### src/rtl/subtrator_serial.sv
// Bit-serial unsigned subtractor: one full-subtractor cell plus a borrow flop,
// LSB first, LARGURA cycles per operation, with a one-cycle completion pulse.
module subtrator_serial #(
  parameter int LARGURA = 4
) (
  input  logic               clock,
  input  logic               reset,
  input  logic               iniciar,
  input  logic [LARGURA-1:0] numero1,
  input  logic [LARGURA-1:0] numero2,
  output logic [LARGURA-1:0] resultado,
  output logic               negativo,
  output logic               ocupado,
  output logic               pronto
);

  // Counter must be able to hold LARGURA itself so it never wraps mid-operation.
  localparam int CW = $clog2(LARGURA + 1);

  typedef enum logic [1:0] {
    OCIOSO    = 2'd0,
    CALCULA   = 2'd1,
    CONCLUIDO = 2'd2
  } estado_t;

  estado_t            estado_reg;
  logic [LARGURA-1:0] a_reg;
  logic [LARGURA-1:0] b_reg;
  logic [LARGURA-2:0] parcial_reg;
  logic               borrow_reg;
  logic [CW-1:0]      cont_reg;

  logic               dif_bit;
  logic               borrow_next;
  logic [LARGURA-2:0] parcial_next;
  logic               ultimo;

  always_comb begin
    dif_bit      = a_reg[0] ^ b_reg[0] ^ borrow_reg;
    borrow_next  = (~a_reg[0] & b_reg[0]) | (~(a_reg[0] ^ b_reg[0]) & borrow_reg);
    // Only the first LARGURA-1 bits are stored; the last bit goes straight
    // into resultado together with them on the completion edge.
    parcial_next              = parcial_reg >> 1;
    parcial_next[LARGURA-2]   = dif_bit;
    ultimo       = (cont_reg == CW'(LARGURA - 1));
  end

  always_ff @(posedge clock) begin
    if (reset) begin
      estado_reg  <= OCIOSO;
      a_reg       <= '0;
      b_reg       <= '0;
      parcial_reg <= '0;
      borrow_reg  <= 1'b0;
      cont_reg    <= '0;
      resultado   <= '0;
      negativo    <= 1'b0;
      ocupado     <= 1'b0;
      pronto      <= 1'b0;
    end else begin
      case (estado_reg)
        OCIOSO: begin
          pronto <= 1'b0;
          if (iniciar) begin
            a_reg      <= numero1;
            b_reg      <= numero2;
            borrow_reg <= 1'b0;
            cont_reg   <= '0;
            ocupado    <= 1'b1;
            estado_reg <= CALCULA;
          end
        end
        CALCULA: begin
          a_reg       <= a_reg >> 1;
          b_reg       <= b_reg >> 1;
          borrow_reg  <= borrow_next;
          parcial_reg <= parcial_next;
          cont_reg    <= cont_reg + CW'(1);
          if (ultimo) begin
            resultado  <= {dif_bit, parcial_reg};
            negativo   <= borrow_next;
            pronto     <= 1'b1;
            estado_reg <= CONCLUIDO;
          end
        end
        CONCLUIDO: begin
          pronto     <= 1'b0;
          ocupado    <= 1'b0;
          estado_reg <= OCIOSO;
        end
        default: begin
          estado_reg <= OCIOSO;
        end
      endcase
    end
  end

endmodule

### config.mk
export PLATFORM = sky130hd
export DESIGN_NAME = subtrator_serial
export DESIGN_NICKNAME = d
export VERILOG_FILES = /design/src/rtl/subtrator_serial.sv
export SDC_FILE = /design/constraint.sdc
export NUM_CORES = 1
export LEC_CHECK = 0
export ABC_AREA = 1
export BUFFER_PORTS_ARGS = -buffer_cell sky130_fd_sc_hd__buf_2
export CORE_MARGIN = 10
export CORE_UTILIZATION = 50
export CTS_CLUSTER_SIZE = 8
export DETAILED_ROUTE_END_ITERATION = 7
export PLACE_DENSITY = 0.72
export SLEW_MARGIN = 20
export SYNTH_ARGS = -nofsm -noshare
export SYNTH_HDL_FRONTEND = slang
export SYNTH_SLANG_ARGS = --single-unit
### constraint.sdc
create_clock -name clock -period 1.5 [get_ports clock]
set_input_delay 0.075 -clock clock [delete_from_list [all_inputs] [get_ports clock]]
set_output_delay 0.075 -clock clock [all_outputs]
set_load 0.1 [all_outputs]
==> flow_summary.toml, run 1 <==
[floorplan]
die_y_um = 66.01
die_area_um2 = 4357
io_pins = 18
initial_core_util_pct = 53.41
fp.dieW_um = 66.01
num_rows = 16
core_area_um2 = 1982

[global_route]
grt_antenna_before_repair = 0
use_met3_pct = 3.051
grt_pass1_vias = 850
use_met2_pct = 15.58
busiest_layer = "met2"
use_met1_pct = 13.54
grt_usage_pct = 10.47
overflow = 0
grt_max_degree = 20
grt_pass1_wl_mm = 3.719

[setup_path]
arrival_ns = 1.47
required_ns = 1.75
r2r_start = "estado_reg[0]$_SDFFE_PP0P_"
r2r_cells = 6
cp_max_fo = 12
reg2reg_to = "resultado[3]$_SDFFE_PP0P_"
critPathKind = "flip-flop to flip-flop"
end_kind = "flip-flop"
rrSetupSlack_ns = 0.29
cp-start-kind = "flip-flop"

[placed_design]
place.gp.congestion = 0.8041
port_buffers = 17
hpwl_mm = 1.553
place_ws_ns = 0.1758

[synth]
yosys_register_bits = 24
synth_top_cell_by_area = "dfxtp_1"
synth-main-ff-cell = "dfxtp_1"
synth_most_common_cell = "nand2_1"
ys_top_cells_by_count = "nand2_1, nor2_1, dfxtp_1"
syn_inst = 145
synth-seq-area-share_pct = 45.39
synthArstFlopShare_pct = 0
syn-cell-area_um2 = 1059
synthDistinctLibCells = 19
synth_top_area_share_pct = 45.39
avgSynthCellArea_um2 = 7.300
synth.top_cells.by_area = "dfxtp_1, nand2_1, nor2_1"
syn-num-nets = 159
synth_edf_count = 0
ys_warn_count = 0

[cells_and_area]
drive_above_1_share_pct = 20.25
antennaDiodeCount = 0
fillerInstances = 195
syn_to_final_growth_pct = 11.82
final_nets = 179

[clock_network]
clock_sinks = 24
cts_htree_levels = 1
cts_tree = "done"
clock_path_buffers = 2
post_cts_buffers = 0
clk_pin_slew_ns = 0.12
clk_latency_ns = 0.31
cts_buffers = 3
cts_root_buf = "clkbuf_4"

[min_path]
hp-class = "primary input to flip-flop"
worst_hold_startpoint = "numero2[3]"
min_to = "b_reg[3]$_SDFFE_PP0P_"
hold_depth = 3

[route]
drc = 0
vias = 923
dr.pass1.iters = 5
totalWireLength_mm = 2.055
routedWlPerCell_um = 10.82
post_drt_via_cell_ratio = 4.858
drt_iter0_drc = 45
ant_nets = 0

[sta]
setup_ws_ns = 0.2858
period_minus_slack_ns = 1.214
fin_tns_setup_ns = 0
finalHoldViolCount = 0
final_max_slew_viol_count = 0
finalSetupViolCount = 0
finClkSkew_ns = 0.01039
slew_headroom_pct = 67.62
timing.fmax_ghz = 0.8236
fin_crit_sh_pct = 80.95
worst_pin_slew_ns = 0.4890
rsz0062_at_grt = "no"

[power_and_ir_drop]
p_comb_share_pct = 15.2
p_leak_nw = 0.5881
p_int_mw = 0.8289
power_density_nw_per_um2 = 965.1
swShare_pct = 27.44
power.share.clock_pct = 23.4
p_sw_mw = 0.3135
seqPwrFrac_pct = 61.4
ir_worst_vdd_mv = 0.6096

[run_status]
status = "complete, no violations"

[job]
max_cap_viol_count = 0
## worst max-delay path by stage
stage | from | to | slack, ns | cells past startpoint
after floorplan | resultado[0]$_SDFFE_PP0P_ | resultado[0]$_SDFFE_PP0P_ | 0.23 | 4
after global placement | estado_reg[0]$_SDFFE_PP0P_ | negativo$_SDFFE_PP0P_ | 0.24 | 5
after detailed placement | estado_reg[0]$_SDFFE_PP0P_ | resultado[0]$_SDFFE_PP0P_ | 0.18 | 6
after CTS | estado_reg[0]$_SDFFE_PP0P_ | resultado[3]$_SDFFE_PP0P_ | 0.13 | 6
after global routing | estado_reg[0]$_SDFFE_PP0P_ | resultado[3]$_SDFFE_PP0P_ | 0.11 | 6
final | estado_reg[0]$_SDFFE_PP0P_ | resultado[3]$_SDFFE_PP0P_ | 0.29 | 6
## routing by layer
| layer | part of all wire [%] | wire length (um) |
|---|---|---|
| met1 | 49 | 1009 |
| met2 | 46 | 941 |
| met3 | 4.3 | 88 |
| met4 | 0.83 | 17 |
| met5 | 0 | 0 |
## placed cells by master (no fill, tap or decap), types with 4 or more instances in the layout
cell / count
buf_2: 17
nand2_1: 39
dfxtp_1: 23
nor2_1: 26
nand3_1: 13
a21oi_1: 6
nand2_2: 5
inv_2: 4
inv_1: 12
o21ai_0: 5
## power groups by stage
stage | combinational (mW) | clock (mW) | sequential, mW
final | 0.174 | 0.267 | 0.701
after detailed placement | 0.174 | 0 | 0.715
after global routing | 0.201 | 0.304 | 0.707
after CTS | 0.174 | 0.274 | 0.700
after global placement | 0.171 | 0 | 0.714
after floorplan | 0.126 | 0 | 0.722
## stage by stage
step | power, mW | instances | util (%) | cell area, um2 | hold WS [ns]
floorplan | 0.8487 | 145 | - | 1059 | 0.1441
global placement | 0.8855 | 186 | 58.02 | 1150 | 0.3298
detailed placement | 0.8883 | 186 | 58.02 | 1150 | 0.3420
CTS | 1.148 | 189 | 59.15 | 1172 | 0.005554
global route | 1.212 | 190 | 59.72 | 1184 | 0.01719
finish | 1.142 | 190 | 59.72 | 1184 | 0.03028
## cells by family (layout without fill, tap and decap cells)
group,count (synthesis),count (layout),synth area share [%]
AND/OR/NAND/NOR,85,85,34.16
flip-flops,24,24,45.39
buffers and inverters,19,37,8.273
AO/OA/AOI/OAI,14,14,7.920
adder cells (fa/ha/maj),3,3,4.255
## worst max-delay path, cell delays in order, from the launching register on
cell and delay (ns):
dfxtp_2 0.50, inv_2 0.10, nor2_4 0.20, nand3_2 0.14, inv_2 0.10, nand2_1 0.06
nand2_1 0.05
## repair_timing
item / in CTS / in global routing
endpoints found under the setup margin: 0 / 5
endpoints found under the hold margin: 0 / 1
hold buffers: 0 / 1
resized for setup: 0 / 1
## area by class of cell
class	count	area, um2	share of cell area, %
tap	27	33.78	2.854
multi-input combinational	102	490.5	41.44
clock buffer	3	22.52	1.903
sequential	24	481.7	40.70
inverter	16	60.06	5.074
timing repair buffer	18	95.09	8.034
(Power assumes the default switching activity.)
==> inputs of run 2 (changes only) <==
==> constraint.sdc (replaced) <==
create_clock -name clock -period 1.14 [get_ports clock]
set_input_delay 0.057 -clock clock [delete_from_list [all_inputs] [get_ports clock]]
set_output_delay 0.057 -clock clock [all_outputs]
set_load 0.1 [all_outputs]
==> run 2 against run 1 <==
Effect of this change:
- clock skew shrank 0.0036 ns
- flip-flop and latch count is the same
- critical endpoint is now parcial_reg[2]$_SDFFE_PP0P_
- cell count grew 3.2%
- setup slack lost 0.27 ns
- sequential power grew 31%
- die area is the same
- core utilization grew 8.3 points
- power grew 59%
- sequential share of layout area shrank 3.6 points
- wire length grew 8.4%
- first-iteration DRC count grew 36%
==> flow_summary.toml, run 2 (synthesized netlist as in run 1, its figures left out) <==
[floorplan]
initial_core_util_pct = 53.41
io_pins = 18
num_rows = 16
core_area_um2 = 1982
fp.dieW_um = 66.01
die_y_um = 66.01
die_area_um2 = 4357

[sta]
final_max_slew_viol_count = 0
finalSetupViolCount = 0
rsz0062_at_grt = "yes"
finalHoldViolCount = 0
setup_ws_ns = 0.01982
period_minus_slack_ns = 1.120
fin_crit_sh_pct = 98.26
slew_headroom_pct = 81.39
finClkSkew_ns = 0.006792
worst_pin_slew_ns = 0.2815
timing.fmax_ghz = 0.8927

[job]
max_cap_viol_count = 0

[cells_and_area]
fillerInstances = 169
final_util_pct = 67.99
syn_to_final_growth_pct = 27.30
drive_above_1_share_pct = 33.14
final_nets = 184
final_common_cell = "nand2_1"
final_cell_mix = "nand2_1, nor2_1, nand3_1, dfxtp_2"
antennaDiodeCount = 0

[setup_path]
cp-start-kind = "flip-flop"
critPathKind = "flip-flop to flip-flop"
arrival_ns = 1.38
crit_chain = "fa_2, o21ai_1, nor2_1"
cp_max_fo = 2
slowest_delay_ns = 0.57
slowest_stage = "fa_2"
required_ns = 1.40
end_kind = "flip-flop"

[clock_network]
clock_sinks = 24
cts_buffers = 3
cts_htree_levels = 1
clk_pin_slew_ns = 0.12
clock_path_buffers = 2
cts_root_buf = "clkbuf_4"
clk_latency_ns = 0.31
cts_tree = "done"

[placed_design]
port_buffers = 17
hpwl_mm = 1.600
place_ws_ns = -0.02242
place.gp.congestion = 0.7667

[global_route]
grt_usage_pct = 10.54
grt_antenna_before_repair = 0
grt_max_degree = 20
grt_pass1_vias = 891
overflow = 0
grt_pass1_wl_mm = 3.691

[power_and_ir_drop]
p_leak_nw = 0.6517
design_power_total_mw = 1.813
power_density_nw_per_um2 = 1345
ir_worst_vdd_mv = 1.440

[run_status]
status = "complete, no violations"

[route]
post_drt_via_cell_ratio = 4.837
dr.pass1.iters = 4
drt_iter0_drc = 61
drc = 0
routedWlPerCell_um = 11.36
ant_nets = 0
totalWireLength_mm = 2.227
vias = 948

[min_path]
hp-class = "primary input to flip-flop"
-- run 2: final cells by class --
type,instances,area [um2],share of cell area (%)
Clock buffer,3,22.52,1.671
Tap cell,27,33.78,2.507
Timing Repair Buffer,23,177.7,13.18
Sequential cell,24,500.5,37.14
Clock inverter,1,30.03,2.228
Multi-Input combinational cell,102,518.0,38.44
Inverter,16,65.06,4.828
-- run 2: power breakdown --
group          internal [mW]  switching, mW  total, mW
clock                  0.355          0.250      0.606
combinational          0.120          0.170      0.290
sequential             0.888         0.0296      0.917
total                   1.36          0.450       1.81
-- run 2: routing by layer --
layer  part of all wire, %  track usage (%)  routed length [um]  up-vias
met5                     0                0                   0        -
li1                      -                -                   -      499
met2                    52            18.84                1153       14
met4                   1.2            4.712                  27        0
met1                    43            11.05                 956      431
met3                   4.0            3.220                  90        4
-- run 2: repair_timing --
| item | 4_1_cts | 5_1_grt |
|---|---|---|
| cloned | 0 | 0 |
| pin swaps | 1 | 2 |
| hold buffers | 1 | 1 |
| resized for setup | 11 | 16 |
| setup endpoints to repair | 16 | 17 |
| setup buffers | 0 | 1 |
| hold endpoints to repair | 5 | 1 |
-- run 2: worst paths after layout --
kind                            startpoint                     endpoint  slack (ns)  cells past startpoint
setup / recovery     a_reg[0]$_SDFFE_PP0P_  parcial_reg[2]$_SDFFE_PP0P_        0.02                      3
hold / removal                  numero2[3]        b_reg[3]$_SDFFE_PP0P_        0.02                      3
setup reg to reg     a_reg[0]$_SDFFE_PP0P_  parcial_reg[2]$_SDFFE_PP0P_        0.02                      3
hold reg to reg   cont_reg[2]$_SDFFE_PP0P_     cont_reg[2]$_SDFFE_PP0P_        0.47                      2
-- run 2: worst max-delay path: cells and delay by family (launching register included) --
kind / cells / cell delay (ns)
AOI/OAI and AO/OA: 1 / 0.06
adders and majority gates: 1 / 0.57
DFF: 1 / 0.36
and+or+nand+nor: 1 / 0.08
-- run 2: per-stage QoR --
stage / TNS, ns / std cells / hold slack [ns] / instance area, um2
detailed placement: -0.02242 / 189 / 0.3189 / 1194
CTS: -0.01094 / 194 / 0.001588 / 1279
finish: 0 / 196 / 0.01915 / 1348
floorplan: 0 / 145 / 0.1261 / 1067
global route: -0.04799 / 196 / 0.009738 / 1348
global placement: 0 / 189 / 0.3153 / 1194
==> inputs of run 3 (changes only) <==
--- a/config.mk
+++ b/config.mk
@@ -7,11 +7,11 @@
 export LEC_CHECK = 0
 export ABC_AREA = 1
 export BUFFER_PORTS_ARGS = -buffer_cell sky130_fd_sc_hd__buf_2
-export CORE_MARGIN = 10
-export CORE_UTILIZATION = 50
+export CORE_ASPECT_RATIO = 1.75
+export CORE_MARGIN = 3
+export CORE_UTILIZATION = 43
 export CTS_CLUSTER_SIZE = 8
 export DETAILED_ROUTE_END_ITERATION = 7
-export PLACE_DENSITY = 0.72
 export SLEW_MARGIN = 20
 export SYNTH_ARGS = -nofsm -noshare
 export SYNTH_HDL_FRONTEND = slang
==> run 3 against run 2 <==
Effect of this change:
- clock power increased by 23%
- sequential power about the same
- flip-flop and latch count unchanged
- global-route usage increased by 4.4 points
- largest cell class unchanged
- highest routed layer unchanged
==> flow_summary.toml, run 3 (synthesized netlist as in run 1, its figures left out) <==
[run_status]
status = "complete, no violations"

[sta]
fin_tns_setup_ns = 0
finClkSkew_ns = 0.005215
worst_pin_slew_ns = 0.4863
finalSetupViolCount = 0
finalHoldViolCount = 0
slew_headroom_pct = 67.80
timing.fmax_ghz = 0.8830
period_minus_slack_ns = 1.133
fin_crit_sh_pct = 99.35
final_max_slew_viol_count = 0
setup_ws_ns = 0.007451
rsz0062_at_grt = "yes"

[setup_path]
r2r_start = "borrow_reg$_SDFFE_PP0P_"
arrival_ns = 1.30
end_kind = "flip-flop"
slowest_stage = "fa_1"
critPathKind = "flip-flop to flip-flop"
r2r_cells = 4
cp_max_fo = 2
rrSetupSlack_ns = 0.007
slowest_delay_ns = 0.46
required_ns = 1.31
crit_chain = "inv_2, fa_1, o21ai_1, nor2_1"
reg2reg_to = "parcial_reg[2]$_SDFFE_PP0P_"
cp-start-kind = "flip-flop"

[route]
dr.pass1.iters = 4
ant_nets = 0
totalWireLength_mm = 2.240
drc = 0
post_drt_via_cell_ratio = 4.923
vias = 965
routedWlPerCell_um = 11.43
drt_iter0_drc = 20

[global_route]
use_met2_pct = 27.84
grt_usage_pct = 14.95
overflow = 0
use_met3_pct = 3.015
use_met1_pct = 15.59
busiest_layer = "met2"
grt_antenna_before_repair = 0
grt_pass1_vias = 916
grt_max_degree = 16
grt_pass1_wl_mm = 3.629

[clock_network]
cts_root_buf = "clkbuf_8"
cts_tree = "done"
clk_pin_slew_ns = 0.09
cts_htree_levels = 1
post_cts_buffers = 0
clock_path_buffers = 2
clk_latency_ns = 0.27
clock_sinks = 24
ctsHoldBuffers = 0
cts_buffers = 3

[cells_and_area]
regArea_um2 = 499.2
final_nets = 186
fillerInstances = 208
syn_to_final_growth_pct = 27.66
antennaDiodeCount = 0
design_area_um2 = 1351
final_cell_mix = "nand2_1, nor2_1, buf_2"
final_common_cell = "nand2_1"
multi_input_area_um2 = 514.2
drive_above_1_share_pct = 33.92

[placed_design]
placed_cell_area_um2 = 1229
place.gp.congestion = 0.8133
place_ws_ns = -0.008598
port_buffers = 17
hpwl_mm = 1.598

[floorplan]
initial_core_util_pct = 45.41
die_area_um2 = 3116
die_y_um = 71.64
core_area_um2 = 2331
num_rows = 23
fp.dieW_um = 43.51
io_pins = 18

[min_path]
hold_depth = 2
worst_hold_startpoint = "reset"
min_to = "borrow_reg$_SDFFE_PP0P_"
hp-class = "primary input to flip-flop"

[power_and_ir_drop]
design_power_total_mw = 1.948
power_density_nw_per_um2 = 1442
ir_worst_vdd_mv = 0.7393
p_leak_nw = 0.6723

[job]
max_cap_viol_count = 0
==> run 3: critical path: cells and delay by family, from the launching register on <==
family	cells	cell delay, ns
adders and majority gates	1	0.46
DFF	1	0.34
AOI/OAI and AO/OA	1	0.14
and+or+nand+nor	1	0.06
buffers and inverters	1	0.04
==> run 3: cell type report <==
| type | count | area share, % |
|---|---|---|
| clock buffers | 3 | 3.056 |
| clock inverters | 1 | 2.222 |
| well taps | 25 | 2.315 |
| inverters | 16 | 4.444 |
| flip-flops and latches | 24 | 36.94 |
| repair buffers | 25 | 12.96 |
| multi-input cells | 102 | 38.06 |
==> run 3: metal layers <==
layer	share of wire, %	up-vias
met5	0	-
met2	55	16
met4	1.3	0
met1	41	446
met3	2.9	4
li1	-	499
==> run 3: through the flow <==
step / hold slack (ns) / instances / utilization, %
after floorplan: 0.1261 / 145 / -
after global placement: 0.3233 / 192 / 52.71
after detailed placement: 0.3222 / 192 / 52.71
after CTS: 0.03991 / 196 / 55.88
after global routing: 0.02293 / 196 / 57.97
final: 0.02844 / 196 / 57.97
==> run 3: where the power goes <==
group          switching, mW  leakage, nW  internal (mW)
Combinational          0.166        0.434          0.119
Clock                  0.275       0.0357          0.469
Sequential            0.0326        0.203          0.886
==> run 3: worst max-delay path by stage <==
stage,start,to,slack (ns),cells past startpoint
floorplan,b_reg[0]$_SDFFE_PP0P_,parcial_reg[2]$_SDFFE_PP0P_,0.03,4
global placement,cont_reg[1]$_SDFFE_PP0P_,negativo$_SDFFE_PP0P_,0.005,5
detailed placement,b_reg[0]$_SDFFE_PP0P_,parcial_reg[2]$_SDFFE_PP0P_,-0.009,4
CTS,b_reg[0]$_SDFFE_PP0P_,parcial_reg[2]$_SDFFE_PP0P_,0.01,4
global route,borrow_reg$_SDFFE_PP0P_,parcial_reg[2]$_SDFFE_PP0P_,-0.05,4
finish,borrow_reg$_SDFFE_PP0P_,parcial_reg[2]$_SDFFE_PP0P_,0.007,4
==> run 3: repair_timing <==
action	4_1_cts	5_1_grt
pin swaps	1	4
cloned	0	1
gates resized for setup	2	12
setup endpoints to repair	3	15
